[src/rtl/run_len_detector_pkg.sv]
// Shared constants and helpers for the run-length detector.
// Output mode encodings and the threshold clamp used by the detector.
package run_det_pkg;

  localparam logic MODE_LEVEL = 1'b0;
  localparam logic MODE_PULSE = 1'b1;

  // len of 0 acts as 1, and anything above max_len acts as max_len.
  function automatic int unsigned clamp_thr(input int unsigned len, input int unsigned max_len);
    int unsigned thr;
    if (len == 32'd0) begin
      thr = 32'd1;
    end else if (len > max_len) begin
      thr = max_len;
    end else begin
      thr = len;
    end
    return thr;
  endfunction

endpackage

[src/rtl/run_len_detector_sat_counter.sv]
// Saturating up-counter with synchronous clear, load-to-one and increment.
// Priority is clr > load1 > inc. The next value is exported so that callers can see it before the edge.
module sat_counter #(
  parameter int W   = 3,
  parameter int MAX = 4
) (
  input  logic         clk,
  input  logic         clr,
  input  logic         load1,
  input  logic         inc,
  output logic [W-1:0] cnt_q,
  output logic [W-1:0] cnt_d
);

  localparam logic [W-1:0] MAX_V = W'(MAX);

  // next-count selection
  always_comb begin
    cnt_d = cnt_q;
    if (clr) begin
      cnt_d = '0;
    end else if (load1) begin
      cnt_d = W'(1);
    end else if (inc && (cnt_q != MAX_V)) begin
      cnt_d = cnt_q + W'(1);
    end else begin
      cnt_d = cnt_q;
    end
  end

  // count register
  always_ff @(posedge clk) begin
    cnt_q <= cnt_d;
  end

endmodule

[src/rtl/run_len_detector.sv]
// Detects runs of identical serial bits reaching a run-time threshold.
// Provides a level or single-pulse output and a wrapping count of detected runs.
module run_len_detector
  import run_det_pkg::*;
#(
  parameter int MAX_LEN = 4,
  parameter int CNT_W   = $clog2(MAX_LEN + 1),
  parameter int EVT_W   = 8
) (
  input  logic             clk,
  input  logic             clr,
  input  logic             en,
  input  logic             w,
  input  logic [CNT_W-1:0] len,
  input  logic             mode,
  output logic             z,
  output logic             z_val,
  output logic [CNT_W-1:0] run_cnt,
  output logic [EVT_W-1:0] evt_cnt
);

  logic [CNT_W-1:0] thr_s;
  logic [CNT_W-1:0] cnt_q;
  logic [CNT_W-1:0] cnt_d;
  logic             run_start_s;
  logic             z_val_q, z_val_d;
  logic             hit_q, hit_d;
  logic [EVT_W-1:0] evt_cnt_q, evt_cnt_d;

  assign thr_s       = CNT_W'(clamp_thr(32'(len), 32'(MAX_LEN)));
  // A zero count means nothing has been sampled since reset, so any bit starts a run.
  assign run_start_s = en && ((cnt_q == '0) || (w != z_val_q));

  sat_counter #(
    .W   (CNT_W),
    .MAX (MAX_LEN)
  ) u_run_cnt (
    .clk   (clk),
    .clr   (clr),
    .load1 (run_start_s),
    .inc   (en && !run_start_s),
    .cnt_q (cnt_q),
    .cnt_d (cnt_d)
  );

  // run value, hit strobe and event counter next state
  always_comb begin
    z_val_d   = z_val_q;
    hit_d     = 1'b0;
    evt_cnt_d = evt_cnt_q;
    if (clr) begin
      z_val_d   = 1'b0;
      hit_d     = 1'b0;
      evt_cnt_d = '0;
    end else begin
      if (run_start_s) begin
        z_val_d = w;
      end else begin
        z_val_d = z_val_q;
      end
      // Saturated counts do not move, so they cannot refire.
      hit_d = en && (cnt_d == thr_s) && ((cnt_d != cnt_q) || run_start_s);
      if (hit_d) begin
        evt_cnt_d = evt_cnt_q + EVT_W'(1);
      end else begin
        evt_cnt_d = evt_cnt_q;
      end
    end
  end

  // state registers
  always_ff @(posedge clk) begin
    z_val_q   <= z_val_d;
    hit_q     <= hit_d;
    evt_cnt_q <= evt_cnt_d;
  end

  // output select: live len feeds the level compare
  always_comb begin
    z = 1'b0;
    if (mode == MODE_PULSE) begin
      z = hit_q;
    end else begin
      z = (cnt_q >= thr_s);
    end
  end

  assign z_val   = z_val_q;
  assign run_cnt = cnt_q;
  assign evt_cnt = evt_cnt_q;

endmodule

[config.mk]
export PLATFORM = sky130hd
export DESIGN_NAME = run_len_detector
export DESIGN_NICKNAME = d
export VERILOG_FILES = /design/src/rtl/run_len_detector_pkg.sv /design/src/rtl/run_len_detector_sat_counter.sv /design/src/rtl/run_len_detector.sv
export SDC_FILE = /design/constraint.sdc
export NUM_CORES = 1
export LEC_CHECK = 0
export CAP_MARGIN = 10
export CORE_MARGIN = 3
export CORE_UTILIZATION = 45
export CTS_CLUSTER_SIZE = 25
export DETAILED_ROUTE_END_ITERATION = 8
export GPL_TIMING_DRIVEN = 0
export PLACE_DENSITY_LB_ADDON = 0.2
export SYNTH_ARGS = -nofsm -noshare
export SYNTH_HDL_FRONTEND = slang
export SYNTH_SLANG_ARGS = --single-unit
[constraint.sdc]
create_clock -name clk -period 2.6 [get_ports clk]
set_input_delay 0.52 -clock clk [delete_from_list [all_inputs] [get_ports clk]]
set_output_delay 0.52 -clock clk [all_outputs]
set_load 0.05 [all_outputs]
==> summary.txt <==
Run status
  • Status: completed

Hold path
  • Worst hold path class: register to register

STA
  • Fin. max-slew vios: 0
  • Final Skew: slightly above 9 ps
  • Measured slew at the worst slew-check pin: a little over 500 ps
  • Slew headroom: 0.662
  • Unrepaired setup endpoints after global routing: no
  • Max Freq: around 410 MHz
  • Final Cycle Share: 0.936
  • Sum Neg Setup Slack: 0 ps
  • Final Critical Period: 2430 ps
  • Hold WS: 494 ps
  • Final setup fails: 0
  • Fin. Hold Viols: 0

Worst setup path
  • Worst stage delay on the critical path: 280 ps
  • R2R setup slack: approximately 200 ps
  • Critical Path Start Type: primary input
  • Critical-path top delay cell: dlygate4sd2_1
  • Origin of the critical flop-to-flop path: u_run_cnt.cnt_q[0]
  • Reg2Reg Depth: 10
  • CP Data Required Time: between 2000 and 2500 ps
  • Worst setup EP type: primary output
  • Critical Path End: z
  • Crit. Startpoint: len[1]
  • Critical Path AT: 1910 ps
  • Reg-to-Reg End: evt_cnt[7]
  • Crit-path max FO: 4
  • Setup CP Type: primary input to primary output
  • Critical path cell sequence: dlygate4sd2_1, a21oi_2, ha_1, nand2b_4, a21o_1, a211oi_2, a21oi_1, buf_4

Floorplanning
  • Die Y: 50.4 um
  • Starting density of the core: 0.497
  • Chip width: 50.4 um
  • Core Area: 0.00178 sq mm
  • Die Footprint: around 0.0025 sq mm
  • Row count: 15
  • I/O pins: 21

Clock tree
  • Clock Pin Slew Worst Setup and Hold Paths: 80 ps
  • CTS H-tree depth: 1
  • CTS tree: yes
  • TritonCTS Sinks: 13
  • TritonCTS Buffers: 3
  • Root buffer cell: clkbuf_4
  • CTS Buffer Depth: 2
  • Worst-Skew Late Latency: 270 ps
  • CTS Hold Bufs: 0

Layout
  • Final core occ: 0.664
  • Syn-to-layout area delta: 33.6%
  • Final #Nets: 143
  • Share of cells above drive strength 1: 0.188
  • FILL cells: 152
  • Inserted Diodes: 0

Drt
  • DR vias/cell: 5.46
  • Detailed Route WL: 1.93 mm
  • Antenna-violating nets left: 0
  • 1st-pass router iterations: 4
  • DRT iter0 DRCs: 14
  • DRC: 0
  • DR WL/cell: ~13 um
  • Vias: 835

Yosys
  • Post-Syn Area: between 800 and 900 sq um
  • Syn_nets: 118
  • Synth Warn #: 0
  • Avg Synthesized Cell Area: around 8.5 sq um
  • Synth cell types: 35
  • Post-synthesis cell count: 104
  • Register area share after synthesis: 0.294
  • Ys async rst share: 0
  • Main synth FF type: dfxtp_1
  • Number of synthesized flops with an enable pin: 0
  • #FFs+latches synth: 13

Flow run
  • Maxcap violations: 0

GRT
  • Initial antenna violation count: 0
  • First-pass GRT wire length: around 3.4 mm
  • Vias in the first global route: 800
  • Pin count of the biggest net entering global routing: 11
  • Overall Global Routing Usage: 0.173
  • Total gr overflow: 0

Power
  • Pleak: 0.444 nW
  • Peak VDD IR: around 0.00035 V
  • PwrDens: around 370 mW/mm^2

Place
  • Buffers on Ports: 19
  • RePlAce Congestion: 0.828
  • Hpwl dp: 1.52 mm
==> stage by stage <==
stage               instances  area [sq um]  power (mW)  setup WS, ps
floorplan                 104           888       0.285          59.2
global placement          148          1110       0.316          -789
detailed placement        148          1110       0.319          -805
CTS                       153          1150       0.440          13.9
global route              153          1180       0.475          36.2
finish                    153          1180       0.442           167
==> flip-flops by register name (all words and copies together) (netlist names) <==
signal / flops
evt_cnt: 8
hit_q: 1
u_run_cnt.cnt_q: 3
z_val: 1
==> area by class of cell <==
type / instances / area [sq um] / share of cell area
tap: 25 / 31.3 / 0.0264
multi-input combinational: 79 / 616 / 0.520
inverter: 9 / 33.8 / 0.0285
buffer: 3 / 20.0 / 0.0169
clock buffer: 4 / 26.3 / 0.0222
timing repair buffer: 20 / 194 / 0.164
sequential: 13 / 263 / 0.222
==> per-layer routing <==
metal | vias to the layer above | wire [um] | GRT usage | part of all wire
li1 | 430 | - | - | -
met1 | 391 | 921 | 0.219 | 0.48
met2 | 14 | 909 | 0.280 | 0.47
met3 | 0 | 96 | 0.0564 | 0.050
met4 | 0 | 0 | 0.0448 | 0
met5 | - | 0 | 0 | 0
==> worst max-delay path: cells and delay by family <==
kind / cells / cell delay [ps]
AO/OA/AOI/OAI: 4 / 540
adder cells (fa/ha/maj): 1 / 240
buffers and inverters: 2 / 470
AND/OR/NAND/NOR: 1 / 140
==> repair_timing <==
| item | in CTS | in global routing |
|---|---|---|
| gates cloned | 0 | 0 |
| pin swaps | 4 | 0 |
| resized for setup | 12 | 7 |
| setup buffers | 1 | 0 |
| setup endpoints to repair | 1 | 8 |
==> synth_stat cells (2+ instances only) <==
master,number,area (sq um)
nand3_1,7,35.0
o21ai_1,6,30.0
or2_2,2,12.5
o21ai_0,2,10.0
nand3b_1,3,22.5
inv_1,8,30.0
xnor2_1,2,17.5
a21oi_1,11,55.1
nor2b_1,2,12.5
dfxtp_1,13,260
nor4b_1,2,17.5
mux2i_1,2,20.0
nand2_1,2,7.51
or3_1,7,43.8
nand4_1,3,18.8
ha_1,6,75.1
nor2_1,5,18.8
a21o_1,4,30.0
==> cell usage in the layout, fill, tap and decap left out, types with 4 or more instances in the layout <==
master | Yosys | layout
a21o_1 | 4 | 4
a21oi_1 | 11 | 9
clkdlybuf4s50_1 | 0 | 14
dfxtp_1 | 13 | 11
ha_1 | 6 | 5
inv_1 | 8 | 8
nand3_1 | 7 | 7
nor2_1 | 5 | 5
o21ai_1 | 6 | 6
or3_1 | 7 | 7
==> power by group <==
part | switching (mW) | total [mW] | internal [mW]
Sequential | 0.00678 | 0.211 | 0.204
Clock | 0.0602 | 0.120 | 0.0593
Combinational | 0.0640 | 0.112 | 0.0480
Total | 0.131 | 0.442 | 0.311
==> cell families after synthesis <==
| group | after synthesis | share of synthesized area |
|---|---|---|
| muxes | 2 | 0.0226 |
| and+or+nand+nor | 36 | 0.240 |
| AOI/OAI and AO/OA | 31 | 0.250 |
| DFF | 13 | 0.294 |
| adders and majority gates | 6 | 0.0847 |
| xor gates and xnor gates | 4 | 0.0480 |
| buffers and inverters | 12 | 0.0607 |
==> worst min-delay path by stage <==
stage / start / to / slack, ps / cells past startpoint
5_1_grt: evt_cnt[7] / evt_cnt[7] / 530 / 2
4_1_cts: evt_cnt[7] / evt_cnt[7] / 500 / 2
6_report: evt_cnt[7] / evt_cnt[7] / 490 / 2
2_1_floorplan: w / z_val / 670 / 2
3_3_place_gp: evt_cnt[7] / evt_cnt[7] / 470 / 2
3_5_place_dp: evt_cnt[7] / evt_cnt[7] / 480 / 2
(Power assumes the default switching activity.)
